[src/rtl/serial_onehot_rx_pkg.sv]
// Shared state encoding and output-mode constants for the serial one-hot receiver.
package serial_onehot_rx_pkg;

  typedef enum logic [1:0] {
    ST_IDLE      = 2'd0,
    ST_RECV      = 2'd1,
    ST_WAIT_STOP = 2'd2,
    ST_DISCARD   = 2'd3
  } state_e;

  localparam int MODE_ONEHOT = 0;
  localparam int MODE_RAW    = 1;

endpackage

[src/rtl/sync_edge_det.sv]
// Two-flop synchroniser plus a previous-sample register for one asynchronous bus line.
// Everything resets to 1 so an idle-high bus never produces a phantom edge at reset release.
module sync_edge_det (
  input  logic clk_i,
  input  logic rst_ni,
  input  logic d_i,
  output logic level_o,
  output logic rise_o,
  output logic fall_o
);

  logic meta_q;
  logic sync_q;
  logic prev_q;

  always_ff @(posedge clk_i or negedge rst_ni) begin
    if (!rst_ni) begin
      meta_q <= 1'b1;
      sync_q <= 1'b1;
      prev_q <= 1'b1;
    end else begin
      meta_q <= d_i;
      sync_q <= meta_q;
      prev_q <= sync_q;
    end
  end

  assign level_o = sync_q;
  assign rise_o  = sync_q & ~prev_q;
  assign fall_o  = ~sync_q & prev_q;

endmodule

[src/rtl/serial_onehot_rx.sv]
// Serial frame receiver: START, DATA_W bits MSB-first on scl rising edges, STOP.
// A good frame is presented on dout either one-hot decoded or as the raw payload.
module serial_onehot_rx
  import serial_onehot_rx_pkg::*;
#(
  parameter int DATA_W  = 4,
  parameter int MODE    = 0,
  parameter int TIMEOUT = 1024
) (
  input  logic                 clk,
  input  logic                 rst_n,
  input  logic                 scl,
  input  logic                 sda,
  output logic [2**DATA_W-1:0] dout,
  output logic                 frame_valid,
  output logic                 frame_err,
  output logic                 busy
);

  localparam int OUT_W = 2**DATA_W;
  localparam int TW    = (TIMEOUT < 2) ? 1 : $clog2(TIMEOUT);

  logic sclLevel, sclRise, sclFall;
  logic sdaLevel, sdaRise, sdaFall;

  sync_edge_det u_scl_sync (
    .clk_i  (clk),
    .rst_ni (rst_n),
    .d_i    (scl),
    .level_o(sclLevel),
    .rise_o (sclRise),
    .fall_o (sclFall)
  );

  sync_edge_det u_sda_sync (
    .clk_i  (clk),
    .rst_ni (rst_n),
    .d_i    (sda),
    .level_o(sdaLevel),
    .rise_o (sdaRise),
    .fall_o (sdaFall)
  );

  logic sclStableHigh, startEv, stopEv, sdaBit, tmoHit;

  // An sda edge coinciding with an scl edge is ignored, so the sampled bit is the pre-edge sda level.
  assign sclStableHigh = sclLevel & ~sclRise & ~sclFall;
  assign startEv       = sdaFall & sclStableHigh;
  assign stopEv        = sdaRise & sclStableHigh;
  assign sdaBit        = sdaLevel ^ (sdaRise | sdaFall);

  state_e            state_q, state_d;
  logic [3:0]        bitCnt_q, bitCnt_d;
  logic [DATA_W-1:0] shift_q, shift_d;
  logic [TW-1:0]     tmoCnt_q, tmoCnt_d;
  logic [OUT_W-1:0]  dout_q, dout_d;
  logic              valid_q, valid_d;
  logic              err_q, err_d;
  logic [OUT_W-1:0]  result;

  assign tmoHit = (TIMEOUT != 0) && (tmoCnt_q == TW'(TIMEOUT - 1));

  always_comb begin
    result = '0;
    if (MODE == MODE_RAW) begin
      result = OUT_W'(shift_q);
    end else begin
      result[shift_q] = 1'b1;
    end
  end

  always_comb begin
    state_d  = state_q;
    bitCnt_d = bitCnt_q;
    shift_d  = shift_q;
    tmoCnt_d = tmoCnt_q;
    dout_d   = dout_q;
    valid_d  = 1'b0;
    err_d    = 1'b0;

    unique case (state_q)
      ST_IDLE: begin
        if (startEv) begin
          state_d  = ST_RECV;
          bitCnt_d = '0;
          shift_d  = '0;
          tmoCnt_d = '0;
        end
      end

      ST_RECV: begin
        if (startEv) begin
          bitCnt_d = '0;
          shift_d  = '0;
          tmoCnt_d = '0;
        end else if (stopEv) begin
          err_d   = 1'b1;
          state_d = ST_IDLE;
        end else if (sclRise) begin
          shift_d  = DATA_W'({shift_q, sdaBit});
          bitCnt_d = bitCnt_q + 4'd1;
          tmoCnt_d = '0;
          if (bitCnt_q + 4'd1 == 4'(DATA_W)) begin
            state_d = ST_WAIT_STOP;
          end
        end else if (tmoHit) begin
          err_d   = 1'b1;
          state_d = ST_IDLE;
        end else begin
          tmoCnt_d = tmoCnt_q + TW'(1);
        end
      end

      ST_WAIT_STOP: begin
        if (startEv) begin
          state_d  = ST_RECV;
          bitCnt_d = '0;
          shift_d  = '0;
          tmoCnt_d = '0;
        end else if (stopEv) begin
          dout_d  = result;
          valid_d = 1'b1;
          state_d = ST_IDLE;
        end else if (sclRise) begin
          err_d   = 1'b1;
          state_d = ST_DISCARD;
        end else if (tmoHit) begin
          err_d   = 1'b1;
          state_d = ST_IDLE;
        end else begin
          tmoCnt_d = tmoCnt_q + TW'(1);
        end
      end

      ST_DISCARD: begin
        if (stopEv) begin
          state_d = ST_IDLE;
        end else if (startEv) begin
          state_d  = ST_RECV;
          bitCnt_d = '0;
          shift_d  = '0;
          tmoCnt_d = '0;
        end
      end

      default: state_d = ST_IDLE;
    endcase
  end

  always_ff @(posedge clk or negedge rst_n) begin
    if (!rst_n) begin
      state_q  <= ST_IDLE;
      bitCnt_q <= '0;
      shift_q  <= '0;
      tmoCnt_q <= '0;
      dout_q   <= '0;
      valid_q  <= 1'b0;
      err_q    <= 1'b0;
    end else begin
      state_q  <= state_d;
      bitCnt_q <= bitCnt_d;
      shift_q  <= shift_d;
      tmoCnt_q <= tmoCnt_d;
      dout_q   <= dout_d;
      valid_q  <= valid_d;
      err_q    <= err_d;
    end
  end

  assign dout        = dout_q;
  assign frame_valid = valid_q;
  assign frame_err   = err_q;
  assign busy        = (state_q != ST_IDLE);

endmodule

[config.mk]
export PLATFORM = sky130hd
export DESIGN_NAME = serial_onehot_rx
export DESIGN_NICKNAME = d
export VERILOG_FILES = /design/src/rtl/serial_onehot_rx_pkg.sv /design/src/rtl/sync_edge_det.sv /design/src/rtl/serial_onehot_rx.sv
export SDC_FILE = /design/constraint.sdc
export NUM_CORES = 1
export LEC_CHECK = 0
export BUFFER_PORTS_ARGS = -buffer_cell sky130_fd_sc_hd__buf_4
export CAP_MARGIN = 20
export CORE_MARGIN = 5
export CORE_UTILIZATION = 58
export CTS_CLUSTER_DIAMETER = 120
export CTS_CLUSTER_SIZE = 24
export DETAILED_ROUTE_END_ITERATION = 10
export PLACE_DENSITY = 0.81
export SLEW_MARGIN = 20
export SYNTH_ARGS = -nofsm -noshare
export SYNTH_HDL_FRONTEND = slang
export SYNTH_HIERARCHICAL = 1
export SYNTH_SLANG_ARGS = --single-unit
[constraint.sdc]
create_clock -name clk -period 2.65 [get_ports clk]
set_input_delay 0.3975 -clock clk [delete_from_list [all_inputs] [get_ports clk]]
set_output_delay 0.3975 -clock clk [all_outputs]
set_load 0.05 [all_outputs]
[Word-level counts from Yosys, hierarchy flattened]
Index checks and enable logic that the tools add are counted.
Word-level totals
  register bits: 44
  bits of input ports: 4
  output and inout port bits: 19
Cells by class
  add/subtract/negate cells: 2
  magnitude comparators: 2
  equal/unequal tests: 12
  multiplexer cells: 46
  bitwise gates (word level): 17
  reductions and logical operators: 8
Operators by type and width (count)
  two-way mux 10 bit: 9
  two-way mux 4 bit: 10
  one-hot mux 10 bit (4 select lines): 1
  one-hot mux 4 bit (3 select lines): 2
  two-way mux 2 bit: 10
  inequality test 3 bit (second input constant): 4
  two-way mux 1 bit: 11
  adder 10 x 1 -> 10 bit (second input constant): 1
  == test 10 bit (second input constant): 1
  bitwise AND 1 bit: 8
  one-hot mux 2 bit (4 select lines): 1
  inverter 1 bit: 7
  AND reduction 3 bit: 2
  < comparator 4 x 5 -> 1 bit (second input constant): 1
  adder 4 x 1 -> 4 bit (second input constant): 1
  demux 1 bit (select 4 bit): 1
  == test 2 bit (second input constant): 2
  == test 4 x 3 -> 1 bit (second input constant): 1
  >= comparator 4 x 1 -> 1 bit (second input constant): 1
  inequality test 2 bit (second input constant): 2
  inequality test 4 bit (second input constant): 1
  AND reduction 4 bit: 1
  == test 2 x 1 -> 1 bit (second input constant): 1
  zero test 2 bit: 1
  other kinds (7): 7

[Depth between registers and ports, before layout]
  word-level depth: 9
  depth in mapped cells: 9
  depth with buffers taken out: 7

[By module]
The synthesis kept the hierarchy.
By module, submodules not included
  serial_onehot_rx: instances 1, cells each 212, area an instance 2063.2 µm², sequential area each 950.9 µm²
  sync_edge_det: instances 2, cells each 5, area an instance 93.8 µm², sequential area each 78.8 µm²

[Least setup slack after synthesis]
Ideal clock, no wire load.
  path kind: flip-flop to flip-flop
  start point: register u_scl_sync.sync_q, in the netlist u_scl_sync/level_o
  end point: register tmoCnt_q[9]
  setup time: 119 ps
  arrival time: 2030 ps
  path slack: 501 ps
  cell stages (with the launch flop): 9
  clock period less this slack: 2149 ps
  path through: dfstp_2 > and2b_2 > nand4bb_2 > or3_1 > buf_6 > o2111ai_4 > buf_6 > nor2_1 > o21a_1
Between the ends
  cells in the longest elaborated chain, start to end: 8
  elaborated cells between the ends (all ways): 21
  classes of those cells: 4 x eq/ne; 7 x mux; 9 x bitwise; 1 x reduce/logical
RTL lines
  start, declared: line sync_edge_det.sv:13  | logic sync_q;
  start signal, assigned: line sync_edge_det.sv:23  | sync_q <= meta_q;
  inverter 1 bit (*): line sync_edge_det.sv:30  | assign fall_o = ~sync_q & prev_q;
  bitwise AND 1 bit (*): line sync_edge_det.sv:30
  via sclFall: line serial_onehot_rx.sv:23  | logic sclLevel, sclRise, sclFall;
  inverter 1 bit (*): line serial_onehot_rx.sv:47  | assign sclStableHigh = sclLevel & ~sclRise & ~sclFall;
  bitwise AND 1 bit (*): line serial_onehot_rx.sv:47
  bitwise AND 1 bit: line serial_onehot_rx.sv:48  | assign startEv = sdaFall & sclStableHigh;
  two-way mux 10 bit (2 in a row)
  one-hot mux 10 bit (4 select lines): line serial_onehot_rx.sv:81  | unique case (state_q)
  end signal, assigned: line serial_onehot_rx.sv:163  | tmoCnt_q <= tmoCnt_d;
  end, declared: line serial_onehot_rx.sv:55  | logic [TW-1:0] tmoCnt_q, tmoCnt_d;
The timed path passes the listed nets; every way through them passes the cells marked *. The select of a mux whose other input is x is not followed.
A chain may end at the register's enable or synchronous reset.

[Worst setup path after layout]
  start point: register u_scl_sync.sync_q, in the netlist u_scl_sync/level_o
  end point: register dout_q[2], in the netlist dout[2]
Between the ends
  cells in the longest elaborated chain, start to end: 7
  elaborated cells between the ends (all ways): 11
  classes of those cells: 10 x bitwise; 1 x reduce/logical
RTL lines
  inverter 1 bit (*): line sync_edge_det.sv:30
  bitwise AND 1 bit (*): line sync_edge_det.sv:30
  via sclFall: line serial_onehot_rx.sv:23
  inverter 1 bit (*): line serial_onehot_rx.sv:47
  bitwise AND 1 bit (*): line serial_onehot_rx.sv:47
  bitwise AND 1 bit: line serial_onehot_rx.sv:48
  inverter 1 bit (no line)
  AND reduction 3 bit (no line) (*)
  end signal, assigned: line serial_onehot_rx.sv:164  | dout_q <= dout_d;
  end, declared: line serial_onehot_rx.sv:56  | logic [OUT_W-1:0] dout_q, dout_d;
The timed path passes the listed nets; every way through them passes the cells marked *.

==> results.md <==
- Synth Register Bits: 44
- CTS sink count: between 40 and 50
- Worst-margin pin slew: 797 ps
- Vias in the first global route: ~1600
- Synth cell types: 47
- Drt total wl: 4.19 mm
- WP data required: 2830 ps
- Largest family of logic cells by synthesized area: compound AO/OA/AOI/OAI gates
- Combinational power share: a little under a third
- Initial antenna violation count: 0
- Pin count of the biggest net entering global routing: 45
- Crit path kind: flip-flop to flip-flop
- N_diodes: 0
- RSZ-0062 raised after global routing: false
- Synth Area per Inst: approximately 10 µm²
- Global-route wire length before repair: 7.52 mm
- Sw Ratio: 35.7%
- Post-synthesis instance area: 0.00225 mm²
- CP Launch Type: flip-flop
- Number of flops mapped to enable cells by yosys: 0
- Overall power: 0.00193 W
- Hold crit path type: input port to asynchronous set/reset pin
- Area Growth Syn to Fin: 13.3%
- Max-slew violations: 0
- Final period util: 87.1%
- RePlAce Congestion: 0.949
- Clock power share: 26.9%
- Leading cell type in the layout, fill and taps excluded: dfrtp_1
- Fmax: 0.433 GHz
- PwrDens: approximately 760 mW/mm²
- FILL cells: 285
- Synth Area in Compound Gates: 20.8%
- Internal power: 0.00124 W
- Core footprint: around 0.0037 mm²
- Final ANT Viol Nets: 0
- DP Wirelength: 3.02 mm
- Fraction of layout instances using a drive strength above 1: 19.3%
- # IOs: 23
- CTS clk-pin slew, worst paths: 90 ps
- Post-CTS setup buffers: 0
- Worst skew pair latency: 310 ps
- IO buf count: 22
- Register area: around 0.0011 mm²
- Async SR Flop Fraction: between 90% and 100%
- Sequential share of power: a little over two fifths
- Gr usage total: 18.1%
- Slew HR: 46.6%
- Cell depth of the worst flop-to-flop path: 5
- Area taken by multi-input logic gates: 0.00104 mm²
- Post-Synth Simple-Gate Area: 20.0%
- CTS Root Cell: clkbuf_8
- Die Width: about 72 µm
- Commonest cells after routing, fill and taps aside: dfrtp_1 (38), nand2_1 (30), buf_4 (26)
- Critical path fanouts, max: 33
- Endpoints failing setup: 0
- Layout Nets: 255
- XOR/XNOR Fraction of Synth Area: 1.17%
- Maxcap violations: 0
- Rows: 22
- DRT Pass-1 Iters: 4
- Synth Warn #: 6
- # DRC: 0
- Die height: 72.3 µm
- Leakage Power: roughly 1.1 nW
- Status: finished clean
- Clk buf depth: 2
- Post-Syn Instances: 222
- CTS hold repair buffers: 0
- Crit path capture type: flip-flop
- Peak supply drop: approximately 0.33 mV
- Critical path arrival: 2490 ps
- CTS H-tree depth: 2
- Setup TNS: 0 ps
- Primary FF master, synth: dfrtp_1
- Post-synth net total: 234
- Via count: ~1700
- DRT iter0 DRCs: 121
- P_sw: 0.000687 W
- Die area: 0.00523 mm²
- GRT Residual Overflow: 0
- Hold Fails Final Rpt: 0
- CTS tree: built
- Adder-cell area share of the yosys netlist: 4.45%
- Starting Density: between 60% and 70%
- Vias per cell: roughly 5.9
- Post-synthesis mux area share: 0%
- CTS Buf Count: 5
- Routed WL per cell: 14.4 µm
- Post-CTS resize count: 0
- Minimum clock period: between 2000 and 2500 ps
- Sequential-to-total area share from yosys stat: 49.2%
- Fin Clk Skew: 9.70 ps
-- cell type report --
class / count / area share [%]
tap: 48 / 2.36
clock inverter: 3 / 1.82
inverter: 7 / 1.03
timing repair buffer: 26 / 7.65
multi-input combinational: 159 / 41.0
sequential: 44 / 43.5
clock buffer: 5 / 2.70
-- per-layer routing --
metal	vias up	GRT usage, %	routed length [µm]
met4	0	6.68	69
li1	853	-	-
met1	810	24.6	1950
met5	-	0	0
met2	43	28.0	1960
met3	10	4.29	209
-- worst paths after layout --
| check | from | to | slack, ps |
|---|---|---|---|
| setup / recovery | u_scl_sync/level_o | dout[2] | 340 |
| hold / removal | rst_n | tmoCnt_q[1] | 60 |
| setup reg to reg | u_scl_sync/level_o | dout[2] | 340 |
| hold reg to reg | u_scl_sync/meta_q | u_scl_sync/level_o | 360 |
| max in group asynchronous | rst_n | u_scl_sync/prev_q | 2210 |
| min in group clk | sda | u_sda_sync/meta_q | 200 |
-- flip-flops by register name, summed over array words and instances, names as in the netlist --
| signal | count |
|---|---|
| dout | 16 |
| tmoCnt_q | 10 |
| bitCnt_q | 4 |
| shift_q | 4 |
| state_q | 2 |
| frame_err | 1 |
| frame_valid | 1 |
| u_scl_sync/level_o | 1 |
| u_scl_sync/meta_q | 1 |
| u_scl_sync/prev_q | 1 |
| u_sda_sync/level_o | 1 |
| u_sda_sync/meta_q | 1 |
| u_sda_sync/prev_q | 1 |
-- synthesized netlist by cell type, types with 2 or more instances --
library cell,count,share of area (%)
dfstp_2,6,7.0
nand4_1,2,0.56
nand3_1,7,1.6
o22a_1,4,1.6
and2b_2,2,0.78
dfrtp_1,38,42
nor2b_1,6,1.7
a22o_1,4,1.6
xor2_1,3,1.2
nor3_1,2,0.44
o21ai_1,4,0.89
o31ai_1,9,3.0
a21oi_1,9,2.0
o21ai_0,15,3.3
nor3b_1,2,0.67
and4_1,2,0.78
o41ai_1,7,2.7
a41oi_1,2,0.78
inv_1,7,1.2
nand2b_1,5,1.4
or4_1,2,0.67
nor2_1,11,1.8
and4bb_2,2,1.1
clkbuf_1,3,0.50
or3_1,2,0.56
buf_1,3,0.50
buf_6,3,1.5
buf_2,3,0.67
and3_1,3,0.83
ha_1,8,4.4
nand2_1,30,5.0
-- stage by stage --
stage / worst slack (ps) / util (%) / cells / area [µm²] / hold WS [ps]
finish: 342 / 68.6 / 292 / 2550 / 62.6
global route: 181 / 68.6 / 292 / 2550 / 107
CTS: 342 / 68.6 / 292 / 2550 / 80.9
detailed placement: 354 / 65.5 / 284 / 2430 / 347
global placement: 408 / 65.5 / 284 / 2430 / 347
floorplan: 501 / - / 222 / 2250 / 102
-- power groups by stage --
stage / combinational, W / clock (W) / sequential [W]
2_1_floorplan: 0.000471 / 0 / 0.000811
3_5_place_dp: 0.000585 / 0 / 0.000836
3_3_place_gp: 0.000573 / 0 / 0.000834
4_1_cts: 0.000585 / 0.000529 / 0.000824
6_report: 0.000584 / 0.000518 / 0.000824
5_1_grt: 0.000663 / 0.000567 / 0.000840
-- cells by family (layout without fill, tap and decap cells) --
| logic type | after synthesis | in the layout |
|---|---|---|
| AO/OA/AOI/OAI | 65 | 65 |
| XOR/XNOR | 3 | 3 |
| adder cells (fa/ha/maj) | 8 | 8 |
| buffers and inverters | 19 | 41 |
| flip-flops | 44 | 44 |
| AND/OR/NAND/NOR | 83 | 83 |
-- critical path: stages (launching register included) --
cell,delay (ps)
dfstp_2,610
and2b_2,260
nand4bb_2,280
or3_1,400
buf_4,250
o41ai_1,390
(Power assumes the default switching activity.)
